===== config.mk =====
export PLATFORM = sky130hd
export DESIGN_NAME = vec_lane_alu_flat
export DESIGN_NICKNAME = d
export VERILOG_FILES = /design/src/rtl/vec_pkg.sv /design/src/rtl/vec_lane_alu_if.sv /design/src/rtl/vec_lane_op.sv /design/src/rtl/vec_lane_alu.sv /design/src/flat_wrapper.sv
export SDC_FILE = /design/constraint.sdc
export NUM_CORES = 2
export LEC_CHECK = 0
export ABC_AREA = 1
export BUFFER_PORTS_ARGS = -buffer_cell sky130_fd_sc_hd__buf_2
export CAP_MARGIN = 20
export CORE_AREA = 2 2 311 313
export CTS_BUF_LIST = sky130_fd_sc_hd__clkbuf_16
export CTS_CLUSTER_DIAMETER = 80
export CTS_CLUSTER_SIZE = 30
export DETAILED_ROUTE_END_ITERATION = 16
export DIE_AREA = 0 0 313 315
export PLACE_DENSITY = 0.68
export SETUP_SLACK_MARGIN = 0.02
export SLEW_MARGIN = 5
export SYNTH_ARGS = -nofsm -noshare
export SYNTH_HDL_FRONTEND = slang
export SYNTH_SLANG_ARGS = --single-unit

===== constraint.sdc =====
create_clock -name Clk -period 10.4 [get_ports Clk]
set_input_delay 0 -clock Clk [delete_from_list [all_inputs] [get_ports Clk]]
set_output_delay 0 -clock Clk [all_outputs]
set_load 0.01 [all_outputs]

===== src/rtl/vec_pkg.sv =====
// Shared encodings and sizing for the vector lane ALU.
// Lane i of a packed vector occupies bits [lane_lo(i)+WIDTH-1 : lane_lo(i)].
package vec_pkg;
    localparam int DEF_LANES = 16;
    localparam int DEF_WIDTH = 16;
    localparam int DEF_VEC_W = DEF_LANES * DEF_WIDTH;

    typedef enum logic [1:0] {
        OP_VADD  = 2'b00,
        OP_VSUB  = 2'b01,
        OP_VSMUL = 2'b10,
        OP_VDOT  = 2'b11
    } op_e;

    typedef enum logic [1:0] {
        ST_IDLE = 2'b00,
        ST_RUN  = 2'b01,
        ST_DONE = 2'b10
    } state_e;

    function automatic int lane_lo(int lane, int width);
        return lane * width;
    endfunction
endpackage


===== src/rtl/vec_lane_alu_if.sv =====
// Control/operand/result bundle between the control unit, register file and lane ALU.
// master drives the request and operands; slave (the ALU) drives status and results.
interface vec_lane_alu_if #(
    parameter int LANES = vec_pkg::DEF_LANES,
    parameter int WIDTH = vec_pkg::DEF_WIDTH
);
    logic                   Start;
    vec_pkg::op_e           Op;
    logic [LANES*WIDTH-1:0] A_p;
    logic [LANES*WIDTH-1:0] B_p;
    logic [WIDTH-1:0]       Scalar;
    logic                   Busy;
    logic                   Done;
    logic [LANES*WIDTH-1:0] Result_p;
    logic [WIDTH-1:0]       Result_s;
    logic                   WR_p;
    logic                   WR_s;

    modport master (
        output Start, Op, A_p, B_p, Scalar,
        input  Busy, Done, Result_p, Result_s, WR_p, WR_s
    );

    modport slave (
        input  Start, Op, A_p, B_p, Scalar,
        output Busy, Done, Result_p, Result_s, WR_p, WR_s
    );
endinterface


===== src/rtl/vec_lane_op.sv =====
// Single-lane combinational datapath, all arithmetic modulo 2^WIDTH, unsigned.
// Zero latency; the caller time-multiplexes it across lanes.
module vec_lane_op
    import vec_pkg::*;
#(
    parameter int WIDTH = DEF_WIDTH
) (
    input  op_e              op,
    input  logic [WIDTH-1:0] a,
    input  logic [WIDTH-1:0] b,
    input  logic [WIDTH-1:0] scalar,
    input  logic [WIDTH-1:0] acc,
    output logic [WIDTH-1:0] res,
    output logic [WIDTH-1:0] acc_nxt
);
    logic [WIDTH-1:0] prod_ab;
    logic [WIDTH-1:0] prod_as;

    // Products are assigned into WIDTH-bit targets, keeping only the low half.
    always_comb begin
        prod_ab = a * b;
        prod_as = a * scalar;
        res     = '0;
        acc_nxt = acc;
        case (op)
            OP_VADD:  res     = a + b;
            OP_VSUB:  res     = a - b;
            OP_VSMUL: res     = prod_as;
            OP_VDOT:  acc_nxt = acc + prod_ab;
        endcase
    end
endmodule


===== src/rtl/vec_lane_alu.sv =====
// Vector ALU stage: latches operands on Start, processes one lane per cycle, pulses Done.
// Done 16 edges after the Start edge; Start is ignored while Busy (no queueing).
module vec_lane_alu
    import vec_pkg::*;
#(
    parameter int LANES = DEF_LANES,
    parameter int WIDTH = DEF_WIDTH
) (
    input  logic          Clk,
    input  logic          Rst_n,
    vec_lane_alu_if.slave bus
);
    localparam int               CNT_W = $clog2(LANES);
    localparam logic [CNT_W-1:0] LAST  = CNT_W'(LANES - 1);

    state_e                 state;
    logic [CNT_W-1:0]       cnt;
    op_e                    op_q;
    logic [LANES*WIDTH-1:0] a_q;
    logic [LANES*WIDTH-1:0] b_q;
    logic [WIDTH-1:0]       scalar_q;
    logic [WIDTH-1:0]       acc;

    logic                   busy;
    logic                   done;
    logic                   wr_p;
    logic                   wr_s;
    logic [LANES*WIDTH-1:0] result_p;
    logic [WIDTH-1:0]       result_s;

    logic [WIDTH-1:0]       lane_a;
    logic [WIDTH-1:0]       lane_b;
    logic [WIDTH-1:0]       lane_res;
    logic [WIDTH-1:0]       acc_nxt;

    assign lane_a = a_q[lane_lo(int'(cnt), WIDTH) +: WIDTH];
    assign lane_b = b_q[lane_lo(int'(cnt), WIDTH) +: WIDTH];

    vec_lane_op #(.WIDTH(WIDTH)) u_lane (
        .op      (op_q),
        .a       (lane_a),
        .b       (lane_b),
        .scalar  (scalar_q),
        .acc     (acc),
        .res     (lane_res),
        .acc_nxt (acc_nxt)
    );

    always_ff @(posedge Clk) begin
        if (!Rst_n) begin
            state    <= ST_IDLE;
            cnt      <= '0;
            op_q     <= OP_VADD;
            a_q      <= '0;
            b_q      <= '0;
            scalar_q <= '0;
            acc      <= '0;
            busy     <= 1'b0;
            done     <= 1'b0;
            wr_p     <= 1'b0;
            wr_s     <= 1'b0;
            result_p <= '0;
            result_s <= '0;
        end else begin
            case (state)
                ST_IDLE: begin
                    done <= 1'b0;
                    wr_p <= 1'b0;
                    wr_s <= 1'b0;
                    if (bus.Start) begin
                        op_q     <= bus.Op;
                        a_q      <= bus.A_p;
                        b_q      <= bus.B_p;
                        scalar_q <= bus.Scalar;
                        cnt      <= '0;
                        acc      <= '0;
                        busy     <= 1'b1;
                        state    <= ST_RUN;
                    end
                end
                ST_RUN: begin
                    if (op_q == OP_VDOT) begin
                        acc <= acc_nxt;
                    end else begin
                        result_p[lane_lo(int'(cnt), WIDTH) +: WIDTH] <= lane_res;
                    end
                    if (cnt == LAST) begin
                        cnt   <= '0;
                        state <= ST_DONE;
                        done  <= 1'b1;
                        wr_p  <= (op_q != OP_VDOT);
                        wr_s  <= (op_q == OP_VDOT);
                        if (op_q == OP_VDOT) begin
                            result_s <= acc_nxt;
                        end
                    end else begin
                        cnt <= cnt + 1'b1;
                    end
                end
                ST_DONE: begin
                    done  <= 1'b0;
                    wr_p  <= 1'b0;
                    wr_s  <= 1'b0;
                    busy  <= 1'b0;
                    state <= ST_IDLE;
                end
                default: begin
                    busy  <= 1'b0;
                    state <= ST_IDLE;
                end
            endcase
        end
    end

    assign bus.Busy     = busy;
    assign bus.Done     = done;
    assign bus.WR_p     = wr_p;
    assign bus.WR_s     = wr_s;
    assign bus.Result_p = result_p;
    assign bus.Result_s = result_s;
endmodule

===== src/flat_wrapper.sv =====
// flat-port wrapper written by rule: the top's interface ports become plain ports
module vec_lane_alu_flat import vec_pkg::*;
#(
    parameter int LANES = DEF_LANES,
    parameter int WIDTH = DEF_WIDTH
)
  (Clk, Rst_n, bus_Start, bus_Op, bus_A_p, bus_B_p, bus_Scalar, bus_Busy, bus_Done, bus_Result_p, bus_Result_s, bus_WR_p, bus_WR_s);
  vec_lane_alu_if #(.LANES(LANES), .WIDTH(WIDTH)) bus_i ();
  input  logic Clk;
  input  logic Rst_n;
  input wire logic [$bits(bus_i.Start)-1:0] bus_Start;
  input wire logic [$bits(bus_i.Op)-1:0] bus_Op;
  input wire logic [$bits(bus_i.A_p)-1:0] bus_A_p;
  input wire logic [$bits(bus_i.B_p)-1:0] bus_B_p;
  input wire logic [$bits(bus_i.Scalar)-1:0] bus_Scalar;
  output wire logic [$bits(bus_i.Busy)-1:0] bus_Busy;
  output wire logic [$bits(bus_i.Done)-1:0] bus_Done;
  output wire logic [$bits(bus_i.Result_p)-1:0] bus_Result_p;
  output wire logic [$bits(bus_i.Result_s)-1:0] bus_Result_s;
  output wire logic [$bits(bus_i.WR_p)-1:0] bus_WR_p;
  output wire logic [$bits(bus_i.WR_s)-1:0] bus_WR_s;
  assign bus_i.Start = bus_Start;
  assign bus_i.Op = bus_Op;
  assign bus_i.A_p = bus_A_p;
  assign bus_i.B_p = bus_B_p;
  assign bus_i.Scalar = bus_Scalar;
  assign bus_Busy = bus_i.Busy;
  assign bus_Done = bus_i.Done;
  assign bus_Result_p = bus_i.Result_p;
  assign bus_Result_s = bus_i.Result_s;
  assign bus_WR_p = bus_i.WR_p;
  assign bus_WR_s = bus_i.WR_s;
  vec_lane_alu #(.LANES(LANES), .WIDTH(WIDTH)) u_core (.Clk(Clk), .Rst_n(Rst_n), .bus(bus_i));
endmodule

==> implementation parameters <==
Parameter                              Value

Worst setup path
  R2R depth ... 28
  Type of element capturing the critical path ... flip-flop
  Reg2reg start ... u_core.cnt[1]
  Worst reg-to-reg setup slack ... ~1.8 ns
  Slowest stage cell, crit path ... sky130_fd_sc_hd__dfxtp_4
  Max Fanout on Critical Path ... 40
  Critical Path Source Type ... flip-flop
  RR Endpoint ... u_core.bus.Result_p[253]
  Cell type with the highest occurrence count on the critical path ... sky130_fd_sc_hd__fa_1
  Data required time of the critical path ... 11.01 ns
  Stage delay of the slowest cell on the critical path ... 0.75 ns
  Data arrival time of the worst path ... ~9.2 ns
  Classification of the worst setup path ... flip-flop to flip-flop

Yosys
  Synthesized area divided by synthesized cell count ... approximately 7.3 sq um
  Post-synthesis sequential area ratio ... 38.0%
  Ys flop type ... sky130_fd_sc_hd__dfxtp_1
  Share of synthesized registers carrying an async set or reset ... 0%
  Number of different library cells in the post-synthesis netlist ... 52
  Syn Inst Count ... 5,976
  Number of flip-flops and latches in the synthesized netlist ... 828
  Total nets after synthesis ... 6,805
  Area of the mapped netlist ... 43,600 sq um
  Total number of yosys warnings ... 0
  Number of flops mapped to enable cells by yosys ... 0

Route
  Met3 wirelength from detailed routing ... 15,800 microns
  First DRT Iteration DRCs ... 5,461
  Post-detailed-route DRC marker count ... 0
  TritonRoute pass-1 iters ... 6
  Uppermost layer routed ... met5
  Via density per instance ... about 5.6
  Final wirelength ... 182,000 microns
  Avg WL per Cell ... around 22 microns
  Amount of wire on met2 after detailed routing ... 83,100 microns
  Via Count ... 46,864
  Met1 wire length ... just over 70,000 microns
  Number of antenna-violating nets in the routed design ... 0

Outcome
  Result of the run ... finished clean

Pwr
  Cell Pwr Density ... 158 nW/um^2
  Static leakage ... approximately 26 nW
  Maximum VDD drop ... roughly 0.15 mV

Global route
  GR Overflow Total ... 0
  Antenna violations before repair ... 17
  First-pass GRT wire length ... 272,000 microns
  Via count of the first global-routing pass ... approximately 46,000
  Largest net degree at the start of global routing ... 240
  Global router's overall resource usage ... 35.6%

Final layout
  Share of layout cells above drive strength 1 ... about 14%
  Area added between synthesis and finish ... 27.8%
  Sequential cell area ... around 17,000 sq um
  Multi-input gate area ... 22,600 sq um
  Core utilization of the finished layout ... 58.3%
  Number of nets in the layout ... 7,941
  Fill cell total of the finished layout ... 8,484
  Post-route standard cell area excluding fillers ... 55,800 sq um

Flow run
  Max-Cap Viols ... 0

Clock tree
  Clock latency on the worst-skew pair ... 0.70 ns
  Root Buffer Master ... sky130_fd_sc_hd__clkbuf_16
  H-Tree Level Count ... 2
  Cts repair resizes ... 0
  TritonCTS sink count ... between 800 and 900
  Clock transition at path regs ... 0.12 ns
  Max Buffers Root-to-Sink ... 3
  Total clock buffers created by CTS ... between 40 and 50
  TritonCTS clock tree ... yes

STA
  Count of final setup violators ... 0
  Largest clock skew in the final design ... 0.0467 ns
  RSZ-0062 raised after global routing ... false
  Slew HR ... around a quarter
  Setup Total Neg Slack ... 0 ns
  Max-slew violation total from the final report ... 0
  Worst Slack Setup Final ... about 1.8 ns
  Final Cycle Share ... 82.3%
  Total count of hold-check failures in the final report ... 0
  Hold WS ... 0.0723 ns
  Time the final worst path needs with I/O delays and setup ... 8.56 ns
  Actual slew at the worst max-slew pin ... about 1.1 ns
  FMAX ... 117 MHz

Floorplan
  Die boundary height ... approximately 320 microns
  Starting density of the core ... 45.6%
  Chip Width ... around 310 microns
  Die Footprint ... just under 100,000 sq um
  Core Region ... around 96,000 sq um
  Top-Level Pins ... 809
  Site Rows ... 114

Hold path
  Min-Delay Startpoint ... bus_B_p[57]
  Worst hold path type ... input port to flip-flop
  Worst min-delay path endpoint ... u_core.b_q[57]
  Min-Delay Path Depth ... 4

Placed design
  Half-perimeter wire length after detailed placement ... 122,000 microns
  Placed cell areas ... approximately 48,000 sq um
  Place WS ... 2.06 ns
  GPL Wtd Cong ... 0.968
  Port-buffer cells ... 808
## routing by layer
metal	vias to the layer above	global-route usage [%]
met5	-	0
met4	6	18.6
met3	579	6.95
met2	2566	57.2
met1	22155	45.6
li1	21558	-
## synthesized netlist by cell type, drive strengths merged (8+ instances only)
library cell / count / share of area [%]
ha: 121 / 3.5
nor3: 18 / 0.22
o21ai: 977 / 11
nand4: 23 / 0.40
xnor2: 15 / 0.32
and2: 8 / 0.12
nand3: 224 / 2.7
dfxtp: 828 / 38
a21oi: 632 / 7.3
o22ai: 22 / 0.32
nand2: 748 / 6.6
o211ai: 45 / 0.79
or2: 15 / 0.22
xor2: 39 / 0.85
inv: 637 / 5.5
fa: 175 / 8.0
buf: 143 / 2.3
nor2: 972 / 8.4
clkbuf: 268 / 2.3
clkinv: 9 / 0.077
a31oi: 25 / 0.36
## state kept, by name, indices dropped and copies added (netlist names)
name,count
u_core.bus.WR_p,1
u_core.op_q,2
u_core.bus.Result_p,256
u_core.bus.WR_s,1
u_core.bus.Done,1
u_core.acc,16
u_core.bus.Result_s,16
u_core.state,2
u_core.bus.Busy,1
u_core.a_q,256
u_core.cnt,4
u_core.scalar_q,16
u_core.b_q,256
## through the flow
step	power, mW	std cells
2_1_floorplan	5.48	5976
3_3_place_gp	6.48	7696
3_5_place_dp	6.50	7697
4_1_cts	8.77	8416
5_1_grt	9.32	8425
6_report	8.83	8431
## report_power, final
| part | switching (mW) | internal (mW) | total, mW |
|---|---|---|---|
| combinational | 2.12 | 1.15 | 3.27 |
| sequential | 0.0987 | 3.35 | 3.45 |
| clock | 1.26 | 0.855 | 2.11 |
## cell type report
cell class / instances / area share (%)
Antenna cell: 12 / 0.0538
Clock buffer: 43 / 1.93
Clock inverter: 32 / 0.725
Inverter: 646 / 4.38
Multi-Input combinational cell: 4091 / 40.6
Sequential cell: 828 / 29.7
Tap cell: 1276 / 2.86
Timing Repair Buffer: 1503 / 19.7
## critical path, delay by kind of cell (launching register included)
kind / cells / cell delay (ns)
AND/OR/NAND/NOR: 10 / 1.86
buffers and inverters: 5 / 1.29
AO/OA/AOI/OAI: 6 / 1.52
flip-flops: 1 / 0.75
adder cells (fa/ha/maj): 7 / 2.98
## worst max-delay path by stage
stage,endpoint,start,slack (ns),cells after the start
2_1_floorplan,u_core.bus.Result_p[62],u_core.cnt[0],3.99,35
3_3_place_gp,u_core.bus.Result_p[253],u_core.cnt[1],2.19,28
3_5_place_dp,u_core.bus.Result_p[253],u_core.cnt[1],2.06,28
4_1_cts,u_core.bus.Result_p[253],u_core.cnt[1],2.01,28
5_1_grt,u_core.bus.Result_p[93],u_core.cnt[1],1.39,30
6_report,u_core.bus.Result_p[253],u_core.cnt[1],1.84,28
## cell families (layout without fill, tap and decap cells)
group / count (synthesis) / after routing / synth area share (%)
DFF: 828 / 828 / 38.0
adders and majority gates: 296 / 296 / 11.5
other: 0 / 12 / 0
xor gates and xnor gates: 55 / 55 / 1.22
AOI/OAI and AO/OA: 1726 / 1726 / 20.4
buffers and inverters: 1057 / 2224 / 10.2
and+or+nand+nor: 2014 / 2014 / 18.7
## cell usage in the layout, fill, tap and decap left out, types with 5 or more instances in the layout
cell                            instances
sky130_fd_sc_hd__nor2_1               964
sky130_fd_sc_hd__o21ai_0              901
sky130_fd_sc_hd__dfxtp_1              824
sky130_fd_sc_hd__buf_2                807
sky130_fd_sc_hd__nand2_1              730
sky130_fd_sc_hd__dlygate4sd3_1        644
sky130_fd_sc_hd__a21oi_1              628
sky130_fd_sc_hd__inv_1                609
sky130_fd_sc_hd__nand3_1              218
sky130_fd_sc_hd__fa_1                 175
sky130_fd_sc_hd__ha_1                 121
sky130_fd_sc_hd__o21ai_1               76
sky130_fd_sc_hd__o211ai_1              44
sky130_fd_sc_hd__clkbuf_16             43
sky130_fd_sc_hd__buf_4                 41
sky130_fd_sc_hd__xor2_1                35
sky130_fd_sc_hd__inv_2                 25
sky130_fd_sc_hd__a31oi_1               25
sky130_fd_sc_hd__o22ai_1               22
sky130_fd_sc_hd__nand4_1               18
sky130_fd_sc_hd__nor3_1                16
sky130_fd_sc_hd__nand2_2               14
sky130_fd_sc_hd__xnor2_1               14
sky130_fd_sc_hd__diode_2               12
sky130_fd_sc_hd__clkinv_1              11
sky130_fd_sc_hd__or2_2                  9
sky130_fd_sc_hd__buf_12                 8
sky130_fd_sc_hd__and2_1                 7
sky130_fd_sc_hd__clkinv_2               6
sky130_fd_sc_hd__or2_1                  6
sky130_fd_sc_hd__o21bai_1               6
sky130_fd_sc_hd__inv_6                  6
sky130_fd_sc_hd__nand3_2                5
sky130_fd_sc_hd__o31ai_1                5
sky130_fd_sc_hd__nand4_2                5
sky130_fd_sc_hd__nor2_2                 5
sky130_fd_sc_hd__inv_16                 5
## repair_timing
| action | 4_1_cts | 5_1_grt |
|---|---|---|
| endpoints found under the setup margin | 0 | 0 |
| buffers inserted | 0 | 0 |
| endpoints found under the hold margin | 558 | 0 |
| hold buffers | 644 | 0 |
(Power assumes the default switching activity.)
